File: src/rtl/core_lsu.sv
// core_lsu: RV32I load/store unit, sub-word stores via read-modify-write.
// Define LSU_MISALIGN_TRAP_EN to reject misaligned halfword/word accesses.
module core_lsu #(
   parameter int ADDR_WIDTH = 32
) (
   input  logic                  clk,
   input  logic                  rst,
   input  logic                  req_valid,
   output logic                  req_ready,
   input  logic                  req_we,
   input  logic [2:0]            req_funct3,
   input  logic [ADDR_WIDTH-1:0] req_addr,
   input  logic [31:0]           req_wdata,
   output logic                  resp_valid,
   output logic [31:0]           resp_rdata,
   output logic                  resp_err,
   output logic                  mem_rd,
   output logic                  mem_wr,
   output logic [ADDR_WIDTH-1:0] mem_addr,
   output logic [31:0]           mem_wdata,
   input  logic [31:0]           mem_rdata
);

   typedef enum logic [2:0] {IDLE, RD, WAIT, WR, RESP} state_t;

   state_t                state_q, state_d;
   logic                  we_q, err_q;
   logic [2:0]            f3_q;
   logic [ADDR_WIDTH-1:0] addr_q;
   logic [31:0]           wdata_q, word_q;
   logic                  accept, illegal, misalign;
   logic [31:0]           merged, ext;
   logic [7:0]            byte_v;
   logic [15:0]           half_v;

   assign req_ready = (state_q == IDLE);
   assign accept    = req_valid && req_ready;

   assign illegal = req_we ? (req_funct3 > 3'b010)
                           : (req_funct3 == 3'b011 ||
                              req_funct3[2:1] == 2'b11);

`ifdef LSU_MISALIGN_TRAP_EN
   always_comb begin
      misalign = 1'b0;
      unique case (req_funct3[1:0])
         2'b01:   misalign = req_addr[0];
         2'b10:   misalign = |req_addr[1:0];
         default: misalign = 1'b0;
      endcase
   end
`else
   assign misalign = 1'b0;
`endif

   always_ff @(posedge clk) begin
      if (rst) begin
         state_q <= IDLE;
         we_q    <= 1'b0;
         err_q   <= 1'b0;
         f3_q    <= '0;
         addr_q  <= '0;
         wdata_q <= '0;
         word_q  <= '0;
      end else begin
         state_q <= state_d;
         if (accept) begin
            we_q    <= req_we;
            err_q   <= illegal || misalign;
            f3_q    <= req_funct3;
            addr_q  <= req_addr;
            wdata_q <= req_wdata;
         end
         if (state_q == WAIT)
            word_q <= mem_rdata;
      end
   end

   always_comb begin
      state_d = state_q;
      unique case (state_q)
         IDLE: begin
            if (accept) begin
               if (illegal || misalign)
                  state_d = RESP;
               else if (req_we && req_funct3[1:0] == 2'b10)
                  state_d = WR;
               else
                  state_d = RD;
            end
         end
         RD:      state_d = WAIT;
         WAIT:    state_d = we_q ? WR : RESP;
         WR:      state_d = RESP;
         RESP:    state_d = IDLE;
         default: state_d = IDLE;
      endcase
   end

   // Store word: untouched lanes come from the word read in WAIT.
   always_comb begin
      merged = word_q;
      unique case (f3_q[1:0])
         2'b10: merged = wdata_q;
         2'b01: begin
            if (addr_q[1])
               merged[31:16] = wdata_q[15:0];
            else
               merged[15:0] = wdata_q[15:0];
         end
         default: merged[{addr_q[1:0], 3'b000} +: 8] = wdata_q[7:0];
      endcase
   end

   always_comb begin
      byte_v = word_q[{addr_q[1:0], 3'b000} +: 8];
      half_v = addr_q[1] ? word_q[31:16] : word_q[15:0];
      ext    = word_q;
      unique case (f3_q[1:0])
         2'b00:   ext = {{24{byte_v[7] & ~f3_q[2]}}, byte_v};
         2'b01:   ext = {{16{half_v[15] & ~f3_q[2]}}, half_v};
         default: ext = word_q;
      endcase
   end

   assign mem_rd    = (state_q == RD) && !rst;
   assign mem_wr    = (state_q == WR) && !rst;
   assign mem_addr  = (mem_rd || mem_wr) ?
                      {addr_q[ADDR_WIDTH-1:2], 2'b00} : '0;
   assign mem_wdata = mem_wr ? merged : '0;

   assign resp_valid = (state_q == RESP) && !rst;
   assign resp_err   = resp_valid && err_q;
   assign resp_rdata = (resp_valid && !we_q && !err_q) ? ext : '0;

endmodule

File: config.mk
export PLATFORM = sky130hd
export DESIGN_NAME = core_lsu
export DESIGN_NICKNAME = d
export VERILOG_FILES = /design/src/rtl/core_lsu.sv
export SDC_FILE = /design/constraint.sdc
export NUM_CORES = 1
export LEC_CHECK = 0
export ABC_CLOCK_PERIOD_IN_PS = 4050
export CAP_MARGIN = 10
export CORE_MARGIN = 2
export CORE_UTILIZATION = 30
export CTS_CLUSTER_SIZE = 25
export DETAILED_ROUTE_END_ITERATION = 10
export HOLD_SLACK_MARGIN = 0.08
export SETUP_SLACK_MARGIN = 0.15
export SLEW_MARGIN = 40
export SYNTH_ARGS = -nofsm -noshare
export SYNTH_HDL_FRONTEND = slang
export SYNTH_SLANG_ARGS = --single-unit
File: constraint.sdc
create_clock -name clk -period 4.05 [get_ports clk]
set_input_delay 0.6075 -clock clk [delete_from_list [all_inputs] [get_ports clk]]
set_output_delay 0.6075 -clock clk [all_outputs]
set_load 0.005 [all_outputs]
Yosys cells after proc, flatten, opt, wreduce, memory -nomap -nowiden:

Index checks and enable logic that the tools add are counted.
Widths: inputs -> output; s select.

* add/subtract/negate cells: 1
* multipliers: 0
* divide/modulo/power cells: 0
* $lt $le $gt $ge: 1
* eq/ne operators: 10
* shifts and indexed selects: 3
* muxes and demuxes: 15
* bitwise operators: 3
* reduce and logical (&&, ||, !) cells: 15

Operators by type and width (number)
* $pmux 32 s2: 2
* $mux 32: 3
* $mux 16: 3
* $bwmux 32: 1
* $shift 8x7->32 const A: 1
* $shiftx 32x6->8: 1
* $shiftx 8x7->32: 1
* $pmux 3 s4: 1
* $eq 3x2->1 const B: 3
* $mux 3: 3
* $logic_and 1x1->1: 8
* $neg 5->7: 1
* $eq 2x2->1 const B: 3
* $eq 3x1->1 const B: 1
* $eq 3x3->1 const B: 1
* $gt 3x2->1 const B: 1
* $logic_not 1->1: 3
* $logic_not 3->1: 1
* $and 1x1->1: 2
* $eq 2x1->1 const B: 1
* $logic_not 2->1: 1
* $logic_or 1x1->1: 2
* $mux 2: 1
* $ne 2x1->1 const B: 1
* 2 further kinds: 2

* register bits after elaboration: 104
* latch bits: 0
* bits in writable memories: 0
* ROM bits: 0
* input port bits: 103
* logic and storage cells: 55
* memories: 0

Longest topological paths before layout:

Gate-level depths: netlist of run 1.

* depth in word-level cells: 6
* mapped depth: 8
* gate-level depth less buffers: 5

Least setup slack after synthesis of run 1:

Ideal clock, no wire load.

* path type: register to output
* start point: reg addr_q[1]
* end point: out mem_wdata[0]
* arrival: 2080 ps
* required time: 3442 ps
* setup slack: 1362 ps
* cell stages (with the launch flop): 8
* buffers on the path: 2
* cells stage by stage: dfxtp_1 buf_2 buf_1 inv_1 ha_1 nor3b_2 nor3_1 a2111oi_0

* cells in the longest elaborated chain, start to end: 5

Ends and longest elaborated chain
* start, declared: RTL line 29 `logic [ADDR_WIDTH-1:0] addr_q;`
* start signal, assigned: RTL line 71 `addr_q <= req_addr;`
* $neg 5->7: RTL line 111 `default: merged[{addr_q[1:0], 3'b000} +: 8] = wdata_q[7:0];`
* $shiftx 8x7->32 / $shift 8x7->32 (equally long branches): RTL line 111
* $bwmux 32: RTL line 111
* $pmux 32 s2 (*): RTL line 103 `unique case (f3_q[1:0])`
* $mux 32 (*): RTL line 130 `assign mem_wdata = mem_wr ? merged : '0;`
* end, declared: RTL line 20 `output logic [31:0] mem_wdata,`

Every way passes the cells marked *; elsewhere a longest branch is shown, timed or not.

Worst setup path after layout of run 1:

* start point: reg addr_q[0]
* end point: out mem_wdata[10]

* cells in the longest elaborated chain, start to end: 5

Ends and longest elaborated chain (RTL line)
* $neg 5->7 (*): 111
* $shiftx 8x7->32 / $shift 8x7->32 (equally long branches): 111
* $bwmux 32 (*): 111
* $pmux 32 s2 (*): 103
* $mux 32 (*): 130

Marked as above.

==> impl_metrics.env, run 1 <==
export IMPL_multi_input_area_um2=3681
export IMPL_final_cell_mix="204 x nand2_1, 200 x clkdlybuf4s50_1, 103 x a21oi_1, 103 x dfxtp_1, 40 x a221oi_1"
export IMPL_worstSetupPathType="flip-flop to output pin"
export IMPL_fin_nets=1089
export IMPL_synthXorXnorAreaFrac_pct=0
export IMPL_cts_made_buffers=9
export IMPL_synth_async_reset_ratio_pct=0
export IMPL_postSynthCellCount=823
export IMPL_htree_num_levels=3
export IMPL_drc_errors=0
export IMPL_outcome="finished clean"
export IMPL_die_area_um2=21710
export IMPL_synth_top_cells_by_area="dfxtp_1 34%, nand2_1 12%, a21oi_1 8.4%"
export IMPL_layout_commonest_cell="nand2_1"
export IMPL_setup_tns_ns=0
export IMPL_clk_latency_ns=0.37
export IMPL_synth_fa_ha_area_share_pct=1.624
export IMPL_powerDensity_nw_per_um2=310.5
export IMPL_yosysSeqAreaShare_pct=33.77
export IMPL_fmax_ghz=0.2705
export IMPL_synth_top_family_by_area="simple AND/OR/NAND/NOR gates"
export IMPL_path_buf_inv=2
export IMPL_holdBufCountCts=0
export IMPL_crit_chain="inv_1 > ha_1 > and4b_1 > a221oi_1 > a311oi_1 > clkdlybuf4s50_1"
export IMPL_cts_root_buffer="clkbuf_16"
export IMPL_crit_cells=6
export IMPL_die_x_um=147.4
export IMPL_worstPathMaxFanout=13
export IMPL_wire_per_inst_um=19.24
export IMPL_worst_pin_slew_ns=0.7696
export IMPL_p_leak_uw=0.002894
export IMPL_vias_per_cell=5.249
export IMPL_fp_row_count=52
export IMPL_period_needed_ns=3.696
export IMPL_grt_pass1_wl_um=36580
export IMPL_cp_end_kind="output pin"
export IMPL_synth_area_leader_cell="dfxtp_1"
export IMPL_port_buffers=201
export IMPL_synth_compound_area_share_pct=23.42
export IMPL_synth_edff_count=0
export IMPL_drtIter0Drc=477
export IMPL_ys_types=50
export IMPL_rsz0062_at_grt="no"
export IMPL_cp_arrival_ns=3.09
export IMPL_syn_area_per_cell_um2=7.490
export IMPL_io_pins=204
export IMPL_grt_overflow=0
export IMPL_register_area_um2=2083
export IMPL_path_delay_family="buffers and inverters"
export IMPL_dp_hpwl_um=17170
export IMPL_finalMaxSlewViolations=0
export IMPL_slew_headroom_pct=48.69
export IMPL_coreArea_um2=20170
export IMPL_synthMuxAreaShare_pct=5.886
export IMPL_cts_buffer_depth=2
export IMPL_ys_ff_latch=104
export IMPL_min_path_cells=2
export IMPL_finalHoldViolations=0
export IMPL_die_h_um=147.4
export IMPL_yosys_area_share_simple_pct=28.07
export IMPL_cts_sinks=104
export IMPL_finalClockSkew_ns=0.006739
export IMPL_area_delta_synth_final_pct=40.27
export IMPL_required_ns=3.44
export IMPL_ant_nets=0
export IMPL_crit_path_start_kind="flip-flop"
export IMPL_firstDrtPassIters=6
export IMPL_design_area_um2=8647
export IMPL_synth_top_cell_area_share_pct=33.77
export IMPL_yosys_most_used_dff="dfxtp_1"
export IMPL_setup_viol_count_final=0
export IMPL_n_antenna_cell=0
export IMPL_drive_above_1_share_pct=8.037
export IMPL_grt_usage_pct=21.86
export IMPL_dpl_cell_area_um2=8313
export IMPL_fillers=2078
export IMPL_start_util_pct=30.56
export IMPL_cts_tree="built"
export IMPL_slowest_delay_ns=0.61
export IMPL_clk_pin_slew_ns=0.08
export IMPL_yosysWarnings=0
export IMPL_wl_um=24100
export IMPL_min_path_type="flip-flop to flip-flop"
export IMPL_worst_path_max_delay_cell="clkdlybuf4s50_1"
export IMPL_syn_cell_area_um2=6165
export IMPL_period_share_pct=91.26
export IMPL_grt_max_degree=70
export IMPL_vdd_drop_max_mv=0.2148
export IMPL_place_congestion=0.8787
export IMPL_max_cap_violations=0
export IMPL_r2r_worst_path_cells=3
export IMPL_grt_antenna_before_repair=0
export IMPL_grt_pass1_vias=6074
export IMPL_vias=6577
[cells in the mapped netlist (all sizes together), types with 2 or more instances]
master   count
a311oi       8
dfxtp      104
o21ai       15
nor4         8
nor2b       10
nor4b        2
a2111oi      8
nor3b        4
mux2        18
nor4bb       3
nor2        29
nand3b       3
nor3        24
mux2i       16
ha           8
o32a         2
inv         18
a211oi      24
nand3        3
buf         34
o221ai      13
and3         8
and2        34
nand4        6
a21oi      105
nand2b       7
a221oi      40
nand2      214
clkbuf      44
[sequential cells by signal, summed over array words and instances (netlist names)]
| signal | count |
|---|---|
| f3_q | 3 |
| err_q | 1 |
| word_q | 32 |
| state_q | 3 |
| wdata_q | 32 |
| we_q | 1 |
| addr_q | 32 |
[stage by stage]
stage,power (uW),utilization (%),hold WS [ns],worst slack (ns),instances
finish,2685,42.87,0.4535,0.3538,1253
global route,2832,42.87,0.4733,0.2274,1253
CTS,2707,42.69,0.4547,0.2191,1252
detailed placement,1813,41.22,0.4429,0.5745,1236
global placement,1802,41.09,0.4369,0.4012,1235
floorplan,1569,-,0.4317,1.362,824
[area by class of cell]
| type | instances | share of cell area [%] |
|---|---|---|
| Tap cell | 270 | 3.907 |
| Multi-Input combinational cell | 623 | 42.57 |
| Timing Repair Buffer | 221 | 25.26 |
| Clock inverter | 7 | 0.7380 |
| Clock buffer | 9 | 2.605 |
| Sequential cell | 104 | 24.09 |
| Inverter | 19 | 0.8248 |
[worst register-to-register path: cells and delay by family (launching register included)]
family | cells | cell delay, ns
compound gates | 1 | 0.27
simple gates | 2 | 0.90
flops | 1 | 0.67
[final timing paths]
check | startpoint | endpoint | slack (ns)
hold reg to reg | addr_q[3] | addr_q[3] | 0.45
setup / recovery | addr_q[0] | mem_wdata[10] | 0.35
setup reg to reg | state_q[1] | state_q[0] | 2.15
hold / removal | addr_q[3] | addr_q[3] | 0.45
[logic make-up after synthesis]
group	Yosys count
other	1
muxes	34
adders and majority gates	8
AOI/OAI and AO/OA	219
buffers and inverters	97
and+or+nand+nor	360
DFF	104
[layer usage]
metal | track usage, % | routed length [um] | vias up
li1 | - | - | 3214
met1 | 28.38 | 10310 | 3078
met2 | 35.19 | 11230 | 259
met3 | 6.988 | 2152 | 26
met4 | 5.721 | 412 | 0
met5 | 0 | 0 | -
[what timing repair did]
action,in CTS,in global routing
resized for setup,1,5
setup buffers,0,0
gates cloned,0,0
setup endpoints to repair,1,10
[report_power, final]
group	leakage (uW)	total, uW	internal (uW)	switching (uW)
logic	0.00190	635	279	356
registers	0.000850	1170	1090	81.0
clock network	0.000145	879	432	447
total	0.00289	2680	1800	884
Note: power is estimated with default switching activity, not from simulation.
==> run 2: changes to the inputs <==
- RECOVER_POWER: default -> 25
==> run 2 against run 1 <==
  * The run now ends with capacitance limit, slew limit left
  * Design area is 0.23% lower
  * Critical path depth unchanged
  * Via count is 0.49% higher
  * Global-route usage is the same
  * Clock skew barely moved
  * Worst setup slack worse by 0.0076 ns
  * Largest cell class unchanged
  * Sequential power is essentially flat
  * Clock-buffer cell count unchanged
  * Clock power about the same
  * Sequential share of layout area rose by 0.056 points
==> impl_metrics.env, run 2 (synthesis gave the netlist of run 1 again) <==
export IMPL_htree_num_levels=3
export IMPL_path_delay_family="buffers and inverters"
export IMPL_top_usage_layer="met2"
export IMPL_crit_cells=6
export IMPL_port_buffers=201
export IMPL_vias=6609
export IMPL_fp_row_count=52
export IMPL_min_path_type="flip-flop to flip-flop"
export IMPL_cp_end_kind="output pin"
export IMPL_grt_pass1_wl_um=36580
export IMPL_clk_latency_ns=0.37
export IMPL_crit_path_end="mem_wdata[10]"
export IMPL_path_buf_inv=2
export IMPL_rr_startpoint="state_q[0]"
export IMPL_finalClockSkew_ns=0.006871
export IMPL_finalHoldViolations=0
export IMPL_wire_per_inst_um=19.28
export IMPL_start_util_pct=30.56
export IMPL_io_pins=204
export IMPL_cts_tree="built"
export IMPL_worst_slack_ns=0.3462
export IMPL_worst_pin_slew_ns=1.926
export IMPL_die_area_um2=21710
export IMPL_cts_made_buffers=9
export IMPL_post_route_util_pct=42.77
export IMPL_place_congestion=0.8787
export IMPL_grt_antenna_before_repair=1
export IMPL_grt_max_degree=70
export IMPL_postCtsSetupBuffers=0
export IMPL_final_cell_mix="204 x nand2_1, 199 x clkdlybuf4s50_1, 103 x a21oi_1, 103 x dfxtp_1, 40 x a221oi_1"
export IMPL_slowest_delay_ns=0.61
export IMPL_cp_arrival_ns=3.10
export IMPL_r2r_setup_slack_ns=1.72
export IMPL_required_ns=3.44
export IMPL_drtIter0Drc=500
export IMPL_clk_pin_slew_ns=0.08
export IMPL_drc_errors=0
export IMPL_failed_checks="capacitance limit, slew limit"
export IMPL_ant_nets=0
export IMPL_outcome="finished with violations"
export IMPL_die_h_um=147.4
export IMPL_coreArea_um2=20170
export IMPL_drive_above_1_share_pct=7.731
export IMPL_r2r_worst_path_cells=4
export IMPL_rsz0062_at_grt="no"
export IMPL_fmax_ghz=0.2700
export IMPL_cts_buffer_depth=2
export IMPL_grt_util_met3_pct=6.988
export IMPL_setup_viol_count_final=0
export IMPL_grt_usage_pct=21.86
export IMPL_crit_path_start_kind="flip-flop"
export IMPL_dp_hpwl_um=17170
export IMPL_slew_headroom_pct=-28.41
export IMPL_power_total_uw=2682
export IMPL_period_share_pct=91.45
export IMPL_pre_cts_ws_ns=0.5745
export IMPL_period_needed_ns=3.704
export IMPL_cts_sinks=104
export IMPL_firstDrtPassIters=6
export IMPL_met1_usage_pct=28.38
export IMPL_vdd_drop_max_mv=0.2150
export IMPL_cts_root_buffer="clkbuf_16"
export IMPL_fin_nets=1089
export IMPL_regToRegEndpoint="addr_q[1]"
export IMPL_powerDensity_nw_per_um2=310.9
export IMPL_finalMaxSlewViolations=42
export IMPL_grt_use_met2_pct=35.19
export IMPL_max_cap_violations=1
export IMPL_worstSetupPathType="flip-flop to output pin"
export IMPL_setup_tns_ns=0
export IMPL_p_leak_uw=0.002884
export IMPL_top_regs="addr_q x32, wdata_q x32, word_q x32"
export IMPL_die_x_um=147.4
export IMPL_worst_path_max_delay_cell="clkdlybuf4s50_1"
export IMPL_grt_pass1_vias=6074
export IMPL_worstPathMaxFanout=13
export IMPL_vias_per_cell=5.270
export IMPL_wl_um=24180
export IMPL_startpoint="addr_q[0]"
export IMPL_area_delta_synth_final_pct=39.94
export IMPL_grt_overflow=0
export IMPL_layout_commonest_cell="nand2_1"
export IMPL_crit_chain="inv_1 > ha_1 > and4b_1 > a221oi_1 > a311oi_1 > clkdlybuf4s50_1"
-- run 2: report_power, final --
| part | internal, uW | switching (uW) |
|---|---|---|
| logic | 276 | 356 |
| registers | 1090 | 81.1 |
| clock network | 432 | 447 |
| total | 1800 | 884 |
-- run 2: routing by layer --
metal | wire length (um) | up-vias
li1 | - | 3221
met1 | 10280 | 3106
met2 | 11400 | 258
met3 | 2103 | 24
met4 | 390 | 0
met5 | 0 | -
-- run 2: layout make-up --
cell class / instances / area, um^2
Sequential cell: 104 / 2083
Fill cell: 2080 / 11540
Multi-Input combinational cell: 623 / 3677
Antenna cell: 1 / 2.502
Clock buffer: 9 / 225.2
Inverter: 19 / 71.32
Clock inverter: 7 / 63.81
Tap cell: 270 / 337.8
Timing Repair Buffer: 221 / 2166
-- run 2: what timing repair did --
item,CTS,global route
endpoints found under the hold margin,0,0
endpoints found under the setup margin,1,10
gates resized for setup,1,5
hold buffers,0,0
-- run 2: metrics by stage --
step,area (um^2),hold WS (ns),instances
finish,8627,0.4535,1254
global placement,8287,0.4369,1235
global route,8627,0.4733,1254
floorplan,6168,0.4317,824
detailed placement,8313,0.4429,1236
CTS,8611,0.4547,1252
-- run 2: worst reg2reg max path, cell delays in order (launching register included) --
cell,delay (ns)
dfxtp_1,0.48
or4b_1,1.05
buf_12,0.39
nand2_1,0.12
a21oi_1,0.07
-- run 2: how the worst min path moves through the flow --
stage                          start          to  slack [ns]  cells after the start
after floorplan           addr_q[10]  addr_q[10]        0.43                      2
after global placement    addr_q[22]  addr_q[22]        0.44                      2
after detailed placement   addr_q[4]   addr_q[4]        0.44                      2
after CTS                  addr_q[4]   addr_q[4]        0.45                      2
after global routing      addr_q[26]  addr_q[26]        0.47                      2
final                      addr_q[3]   addr_q[3]        0.45                      2
